### src/rtl/matrix_mopa_unit.sv
// rtl/matrix_mopa_unit.sv - outer-product accumulate engine for the 4x32 matrix register file
module matrix_mopa_unit #(
  parameter int XLEN   = 32,
  parameter int ELEM_W = 8
) (
  input  logic                clk,
  input  logic                rst,
  input  logic                start,
  input  logic                op_sub,
  input  logic                op_sat,
  input  logic                flush,
  input  logic [XLEN-1:0]     vec_a,
  input  logic [XLEN-1:0]     vec_b,
  input  logic [4*XLEN-1:0]   m_in,
  output logic                busy,
  output logic                done,
  output logic [4*XLEN-1:0]   w_matrix_data_mopa,
  output logic                w_matrix_en_mopa
);

  localparam int ROWS = XLEN / ELEM_W;
  localparam int SW   = 2 * ELEM_W + 2;
  localparam logic signed [SW-1:0] SAT_MAX = SW'(2 ** (ELEM_W - 1) - 1);
  localparam logic signed [SW-1:0] SAT_MIN = -SAT_MAX - SW'(1);

  typedef enum logic [1:0] {IDLE, CALC, WRITE} state_t;

  state_t              state_q, state_d;
  logic [1:0]          cnt_q, cnt_d;
  logic [XLEN-1:0]     a_q, a_d, b_q, b_d;
  logic                sub_q, sub_d, sat_q, sat_d;
  logic [4*XLEN-1:0]   buf_q, buf_d;
  logic [XLEN-1:0]     row_cur, row_new;
  logic [ELEM_W-1:0]   a_cur;

  // One element: widen to 18 bits so a full 16-bit product never overflows before clamping.
  function automatic logic [ELEM_W-1:0] mac_elem(input logic [ELEM_W-1:0] m_e,
                                                 input logic [ELEM_W-1:0] a_e,
                                                 input logic [ELEM_W-1:0] b_e,
                                                 input logic sub, input logic sat);
    logic signed [2*ELEM_W-1:0] p;
    logic signed [SW-1:0]       m_x, p_x, s;
    logic [ELEM_W-1:0]          r;
    p   = $signed(a_e) * $signed(b_e);
    m_x = {{(SW-ELEM_W){m_e[ELEM_W-1]}}, m_e};
    p_x = {{2{p[2*ELEM_W-1]}}, p};
    s   = sub ? (m_x - p_x) : (m_x + p_x);
    r   = s[ELEM_W-1:0];
    if (sat && (s > SAT_MAX)) r = SAT_MAX[ELEM_W-1:0];
    if (sat && (s < SAT_MIN)) r = SAT_MIN[ELEM_W-1:0];
    return r;
  endfunction

  always_comb begin
    row_cur = buf_q[cnt_q*XLEN +: XLEN];
    a_cur   = a_q[cnt_q*ELEM_W +: ELEM_W];
    row_new = '0;
    for (int j = 0; j < ROWS; j++) begin
      row_new[j*ELEM_W +: ELEM_W] = mac_elem(row_cur[j*ELEM_W +: ELEM_W], a_cur,
                                             b_q[j*ELEM_W +: ELEM_W], sub_q, sat_q);
    end
  end

  always_comb begin
    state_d = state_q;
    cnt_d   = cnt_q;
    a_d     = a_q;
    b_d     = b_q;
    sub_d   = sub_q;
    sat_d   = sat_q;
    buf_d   = buf_q;
    case (state_q)
      IDLE: begin
        if (start && !flush) begin
          a_d     = vec_a;
          b_d     = vec_b;
          sub_d   = op_sub;
          sat_d   = op_sat;
          buf_d   = m_in;
          cnt_d   = 2'd0;
          state_d = CALC;
        end
      end
      CALC: begin
        if (flush) begin
          state_d = IDLE;
        end else begin
          buf_d[cnt_q*XLEN +: XLEN] = row_new;
          cnt_d = cnt_q + 2'd1;
          if (cnt_q == 2'(ROWS - 1)) state_d = WRITE;
        end
      end
      WRITE:   state_d = IDLE;
      default: state_d = IDLE;
    endcase
  end

  always_ff @(posedge clk) begin
    if (!rst) begin
      state_q <= IDLE;
      cnt_q   <= 2'd0;
      a_q     <= '0;
      b_q     <= '0;
      sub_q   <= 1'b0;
      sat_q   <= 1'b0;
      buf_q   <= '0;
    end else begin
      state_q <= state_d;
      cnt_q   <= cnt_d;
      a_q     <= a_d;
      b_q     <= b_d;
      sub_q   <= sub_d;
      sat_q   <= sat_d;
      buf_q   <= buf_d;
    end
  end

  // Flush must kill the strobe in the same cycle, so the commit decode is gated combinationally.
  assign busy               = (state_q != IDLE);
  assign w_matrix_en_mopa   = (state_q == WRITE) && !flush;
  assign done               = (state_q == WRITE) && !flush;
  assign w_matrix_data_mopa = buf_q;

endmodule

### config.mk
export PLATFORM = sky130hd
export DESIGN_NAME = matrix_mopa_unit
export DESIGN_NICKNAME = d
export VERILOG_FILES = /design/src/rtl/matrix_mopa_unit.sv
export SDC_FILE = /design/constraint.sdc
export NUM_CORES = 1
export LEC_CHECK = 0
export BUFFER_PORTS_ARGS = -buffer_cell sky130_fd_sc_hd__buf_2
export CAP_MARGIN = 10
export CORE_ASPECT_RATIO = 1.5
export CORE_UTILIZATION = 28
export CTS_BUF_LIST = sky130_fd_sc_hd__clkbuf_2
export DETAILED_ROUTE_END_ITERATION = 8
export GPL_ROUTABILITY_DRIVEN = 0
export HOLD_SLACK_MARGIN = 0.05
export SETUP_SLACK_MARGIN = 0.02
export SLEW_MARGIN = 10
export SYNTH_ARGS = -nofsm -noshare
export SYNTH_HDL_FRONTEND = slang
export SYNTH_SLANG_ARGS = --single-unit
### constraint.sdc
create_clock -name clk -period 8.12 [get_ports clk]
set_input_delay 1.624 -clock clk [delete_from_list [all_inputs] [get_ports clk]]
set_output_delay 1.624 -clock clk [all_outputs]
set_load 0.05 [all_outputs]
==> flow_metrics.tcl, run 1 <==
set metrics [dict create \
    drive_above_1_share_pct 23.70 \
    ys_seq_area_share_pct 15.99 \
    swShare_pct 49.40 \
    antenna_found_initial 14 \
    routed_via_density 5.143 \
    drt_iter0_drc 1298 \
    clk_path_buf_depth 2 \
    crit_required_ns 9.05 \
    post-dp-hpwl_mm 72.71 \
    htreeDepth 4 \
    core_um2 87700 \
    synth_nets 3640 \
    grt_max_degree 86 \
    min_path_type "reg -> reg" \
    clk-insertion-delay-late_ns 1.07 \
    synth_top_area_share_pct 18.09 \
    endpoint_kind "register" \
    path_clk_slew_ns 0.35 \
    cp_slowest_stage_delay_ns 0.54 \
    ys_top_cells_by_area "fa_1 18%, dfxtp_1 16%, ha_1 9.5%, inv_1 6.0%, a21oi_1 4.9%" \
    critPathLaunchType "register" \
    synthFlopType "dfxtp_1" \
    syn_area_per_cell_um2 8.181 \
    criticalPathCategory "reg -> reg" \
    multi_input_area_um2 19850 \
    die_w_um 244.9 \
    fmax_mhz 123.8 \
    synth_edf_count 0 \
    drtPass1Iterations 8 \
    dieArea_um2 89750 \
    maxCapViolCount 0 \
    die_h_um 366.4 \
    seq_area_um2 3970 \
    place_area_um2 28530 \
    setup-violations-final 0 \
    synth_cell_type_count 86 \
    p_switching_mw 2.262 \
    dp_slack_ns -0.09146 \
    grt_usage_pct 20.14 \
    wl_per_cell_um 19.83 \
    setup_ws_ns 0.04451 \
    drc 0 \
    p_seq_share_pct 25.0 \
    synth_area_leader_cell "fa_1" \
    slew_viol_final 0 \
    synthArstFlopShare_pct 0 \
    synth_cells 3030 \
    synthToLayoutAreaGrowth_pct 21.68 \
    synth_area_um2 24790 \
    p_comb_share_pct 63.7 \
    path_max_fanout 5 \
    relSlewSlack_pct 21.63 \
    leakage_nw 13.58 \
    clock_skew_ns 0.07374 \
    ant_nets 0 \
    yosysWarnings 0 \
    outcome "completed" \
    internal_power_mw 2.316 \
    fin_util_pct 34.39 \
    tns_ns 0 \
    grt-ovfl-total 0 \
    irDropWorstVdd_uv 167.9 \
    finalInstanceArea_um2 30160 \
    clockRootBuffer "clkbuf_2" \
    clockPowerShare_pct 11.3 \
    cp_slowest_cell "mux4_2" \
    n_fill_cell 9196 \
    portBuffers 328 \
    finalHoldViolCount 0 \
    cts_tree "done" \
    cp_common_cell "buf_4" \
    rsz0062_at_grt "yes" \
    arrival_ns 9.01 \
    dp.cells 4499 \
    rows 133 \
    period_share_pct 99.45 \
    via_count 23590 \
    nets 4031 \
    cts_sinks 198 \
    ys_ff_latch 198 \
    p_per_area_nw_per_um2 151.8 \
    grt_pass1_vias 23740 \
    initial_utilization_pct 28.26 \
    fin_cells 4587 \
    numCtsBuffers 17 \
    worst_slew_pin_slew_ns 1.163 \
    fin_crit_ns 8.075 \
    grt_pass1_wl_mm 139.8 \
    boundaryPins 329 \
    routed_wl_mm 90.96 \
]
metal layers:
| metal | routed length, um | GRT usage, % | up-vias |
|---|---|---|---|
| met2 | 43270 | 33.47 | 860 |
| met3 | 5482 | 3.490 | 205 |
| met5 | 81 | 0 | - |
| met4 | 4514 | 9.483 | 12 |
| li1 | - | - | 11100 |
| met1 | 37610 | 25.09 | 11420 |
worst max-delay path, delay by kind of cell (launching register included):
| kind | cells | cell delay (ns) |
|---|---|---|
| and+or+nand+nor | 5 | 1.64 |
| muxes | 1 | 0.54 |
| buffers and inverters | 12 | 1.31 |
| AOI/OAI and AO/OA | 7 | 1.36 |
| DFF | 1 | 0.45 |
| xor gates and xnor gates | 1 | 0.11 |
| adders and majority gates | 7 | 2.53 |
kinds of logic after synthesis:
group                    Yosys count  synth area share [%]
adder cells (fa/ha/maj)          412                 27.58
buffers and inverters            548                 8.404
flip-flops                       198                 15.99
multiplexers                      49                 4.018
AO/OA/AOI/OAI                    854                 21.82
AND/OR/NAND/NOR                  815                 16.44
XOR/XNOR                         154                 5.754
stage by stage:
step | total power, mW | hold WS, ns
6_report | 4.578 | 0.4794
4_1_cts | 4.333 | 0.4853
3_5_place_dp | 3.732 | 0.4593
5_1_grt | 4.884 | 0.5105
2_1_floorplan | 2.944 | 0.4402
3_3_place_gp | 3.720 | 0.4544
Yosys cell counts (6+ instances only):
cell type,instances
a211o_1,9
o31ai_1,9
buf_1,16
xnor2_1,100
xor2_1,48
nor4_1,8
o2111ai_1,8
buf_2,6
o211ai_1,37
dfxtp_1,198
clkbuf_1,124
or2_2,7
nor2_1,160
a211oi_1,24
nand3_1,27
nand2_1,263
a221oi_1,30
nor2b_1,33
a21oi_1,245
a21boi_0,74
or4_1,6
and2_1,179
nor3_1,34
inv_1,397
nor4b_1,6
fa_1,224
mux4_2,40
nand2b_1,25
nand4_1,11
ha_1,188
o22ai_1,16
and3_1,9
or3_1,13
a21o_1,41
o221ai_1,7
o21a_1,39
o31a_1,9
o21ai_0,219
a31oi_1,24
final timing paths:
| kind | end | startpoint | slack (ns) | cells after the start |
|---|---|---|---|---|
| setup / recovery | w_matrix_data_mopa[83] | cnt_q[0] | 0.04 | 33 |
| hold / removal | a_q[14] | a_q[14] | 0.48 | 2 |
| setup reg to reg | w_matrix_data_mopa[83] | cnt_q[0] | 0.04 | 33 |
| hold reg to reg | a_q[14] | a_q[14] | 0.48 | 2 |
cell usage in the layout, fill, tap and decap left out, drive strengths merged, types with 6 or more instances in the layout:
| cell type | synthesis | layout |
|---|---|---|
| o21a | 39 | 39 |
| nand2b | 25 | 25 |
| a21o | 41 | 41 |
| a21boi | 74 | 74 |
| dfxtp | 198 | 198 |
| a31oi | 24 | 24 |
| a211o | 9 | 9 |
| nor2 | 160 | 160 |
| nor4 | 8 | 8 |
| and3 | 9 | 9 |
| o22ai | 16 | 16 |
| o21ai | 224 | 224 |
| inv | 398 | 404 |
| or2 | 9 | 9 |
| clkbuf | 124 | 18 |
| xnor2 | 101 | 101 |
| buf | 26 | 522 |
| diode | 0 | 6 |
| o31ai | 9 | 9 |
| o2111ai | 8 | 8 |
| o31a | 9 | 9 |
| fa | 224 | 224 |
| ha | 188 | 188 |
| nor3 | 35 | 35 |
| or4 | 7 | 7 |
| and2 | 179 | 179 |
| a21oi | 249 | 249 |
| a211oi | 26 | 26 |
| or4b | 6 | 6 |
| nor4b | 6 | 6 |
| o211ai | 38 | 38 |
| nor2b | 33 | 33 |
| a221oi | 30 | 30 |
| nand3 | 27 | 27 |
| xor2 | 48 | 48 |
| o221ai | 7 | 7 |
| mux4 | 40 | 40 |
| nand4 | 11 | 11 |
| or3 | 13 | 13 |
| nand2 | 264 | 264 |
power by group through the flow:
stage / combinational, mW / clock [mW] / sequential, mW
final: 2.92 / 0.517 / 1.14
after global routing: 3.17 / 0.564 / 1.15
after CTS: 2.66 / 0.532 / 1.14
after detailed placement: 2.57 / 0 / 1.16
after global placement: 2.56 / 0 / 1.16
after floorplan: 1.62 / 0 / 1.32
registers in the layout, summed over array words and instances, names as in the netlist:
signal	flops
cnt_q	2
sub_q	1
b_q	32
w_matrix_data_mopa	128
a_q	32
sat_q	1
state_q	2
timing repair:
action	in CTS	in global routing
hold buffers	0	0
pin swaps	13	113
setup buffers	13	33
gates cloned	1	3
endpoints found under the setup margin	95	128
resized for setup	35	197
layout make-up:
type,instances,share of cell area (%)
multi-input combinational,2284,65.81
tap,1147,4.758
inverter,398,4.953
clock buffer,18,0.2987
timing repair buffer,522,10.57
sequential,198,13.16
clock inverter,14,0.3941
antenna,6,0.04978
(Power assumes the default switching activity.)
==> run 2, diff against run 1 <==
--- a/config.mk
+++ b/config.mk
@@ -9,9 +9,10 @@
 export CAP_MARGIN = 10
 export CORE_ASPECT_RATIO = 1.5
 export CORE_UTILIZATION = 28
-export CTS_BUF_LIST = sky130_fd_sc_hd__clkbuf_2
+export CTS_BUF_LIST = sky130_fd_sc_hd__clkbuf_8 sky130_fd_sc_hd__clkbuf_16
 export DETAILED_ROUTE_END_ITERATION = 8
 export GPL_ROUTABILITY_DRIVEN = 0
+export GPL_TIMING_DRIVEN = 0
 export HOLD_SLACK_MARGIN = 0.05
 export SETUP_SLACK_MARGIN = 0.02
 export SLEW_MARGIN = 10
==> flow_metrics.tcl, run 2 (synthesis results as in run 1) <==
set metrics [dict create \
    postCtsHoldBufs 0 \
    arrival_ns 8.52 \
    drc 0 \
    finalHoldViolCount 0 \
    clock_skew_ns 0.02700 \
    nets 4145 \
    n_fill_cell 8878 \
    synthToLayoutAreaGrowth_pct 31.35 \
    criticalPathCategory "reg -> reg" \
    fin_crit_ns 8.100 \
    cts_sinks 198 \
    drive_above_1_share_pct 27.32 \
    largest_reg_flops 128 \
    grt_pass1_wl_mm 155.3 \
    worst_slew_pin_slew_ns 1.214 \
    clk-insertion-delay-late_ns 0.49 \
    rsz0062_at_grt "yes" \
    dp.cells 4504 \
    whs_ns 0.4666 \
    endpoint_kind "register" \
    tns_ns 0 \
    ant_nets 0 \
    p_per_area_nw_per_um2 168.9 \
    numCtsBuffers 17 \
    antenna_found_initial 10 \
    final_cell_mix "369 x inv_1, 329 x buf_2, 255 x nand2_1" \
    portBuffers 327 \
    grt_max_degree 19 \
    die_w_um 244.9 \
    relSlewSlack_pct 19.06 \
    path_max_fanout 7 \
    critPathLaunchType "register" \
    path_clk_slew_ns 0.09 \
    period_share_pct 99.76 \
    outcome "completed" \
    maxCapViolCount 0 \
    boundaryPins 329 \
    setup-violations-final 0 \
    min_path_type "reg -> reg" \
    cp_slowest_stage_delay_ns 0.56 \
    dieArea_um2 89750 \
    post-dp-hpwl_mm 84.75 \
    irDropWorstVdd_uv 151.7 \
    power_mw 5.500 \
    clk_path_buf_depth 2 \
    leakage_nw 14.15 \
    htreeDepth 4 \
    drtPass1Iterations 6 \
    cts_tree "done" \
    cp_slowest_cell "mux4_2" \
    slew_viol_final 0 \
    routed_via_density 5.409 \
    drt_iter0_drc 1904 \
    final_common_cell "inv_1" \
    routed_wl_mm 107.9 \
    die_h_um 366.4 \
    fin_cells 4696 \
    grt_usage_pct 23.21 \
    wl_per_cell_um 22.98 \
    fmax_mhz 123.5 \
    grt_pass1_vias 25070 \
    core_um2 87700 \
    via_count 25400 \
    grt-ovfl-total 0 \
    initial_utilization_pct 28.26 \
    rows 133 \
    crit_required_ns 8.54 \
    clockRootBuffer "clkbuf_16" \
    cp_common_cell "fa_1" \
]
==> run 2: cell count changes in the layout (fill, tap and decap cells not counted), moves of 15 or more <==
cell,delta
inv_1,-21
a221oi_1,-15
buf_6,+19
ha_1,-27
buf_1,+15
buf_4,-49
inv_2,+21
clkbuf_16,+24
clkbuf_2,-17
clkbuf_1,+88
ha_4,+16
==> run 2: cell type report <==
cell class | count | area, um^2 | share of cell area, %
multi-input combinational | 2285 | 20950 | 64.34
sequential | 198 | 3969 | 12.19
timing repair buffer | 493 | 3157 | 9.696
inverter | 398 | 1496 | 4.596
tap | 1147 | 1435 | 4.408
buffer | 142 | 942.2 | 2.894
clock buffer | 18 | 439.2 | 1.349
clock inverter | 13 | 166.4 | 0.5111
antenna | 2 | 5.005 | 0.01537
==> run 2: worst paths after layout <==
check / end / cells past startpoint / slack, ns / from
max: w_matrix_data_mopa[90] / 33 / 0.02 / cnt_q[0]
min: a_q[18] / 2 / 0.47 / a_q[18]
max reg2reg: w_matrix_data_mopa[90] / 33 / 0.02 / cnt_q[0]
min reg2reg: a_q[18] / 2 / 0.47 / a_q[18]
==> run 2: what timing repair did <==
item	4_1_cts	5_1_grt
cloned	7	3
setup endpoints to repair	128	128
gates resized for setup	287	325
buffers inserted	74	81
pin swaps	89	168
==> run 2: metrics by stage <==
| stage | utilization (%) | setup slack, ns | instance area [um^2] |
|---|---|---|---|
| 2_1_floorplan | - | 0.03198 | 24830 |
| 3_3_place_gp | 31.81 | -2.378 | 27900 |
| 3_5_place_dp | 31.83 | -2.348 | 27910 |
| 4_1_cts | 34.79 | 0.02047 | 30510 |
| 5_1_grt | 37.12 | -0.1878 | 32550 |
| 6_report | 37.12 | 0.01968 | 32560 |
==> run 2: per-layer routing <==
layer  up-vias  GRT usage [%]  routed length [um]
met5         -              0                  77
met4        10          18.87               10130
met3       438          4.880                8500
met2      1381          37.50               49420
met1     12240          26.27               39770
li1      11330              -                   -
==> run 2: worst max-delay path, delay by kind of cell, from the launching register on <==
family	cells	cell delay, ns
xor gates and xnor gates	1	0.15
muxes	1	0.56
and+or+nand+nor	5	0.93
DFF	1	0.40
adders and majority gates	6	2.70
AOI/OAI and AO/OA	11	2.05
buffers and inverters	9	1.24
==> run 2: power breakdown <==
part / internal [mW] / switching [mW] / leakage [nW]
combinational: 1.36 / 2.04 / 12.2
clock: 0.473 / 0.485 / 0.294
sequential: 1.05 / 0.0878 / 1.63
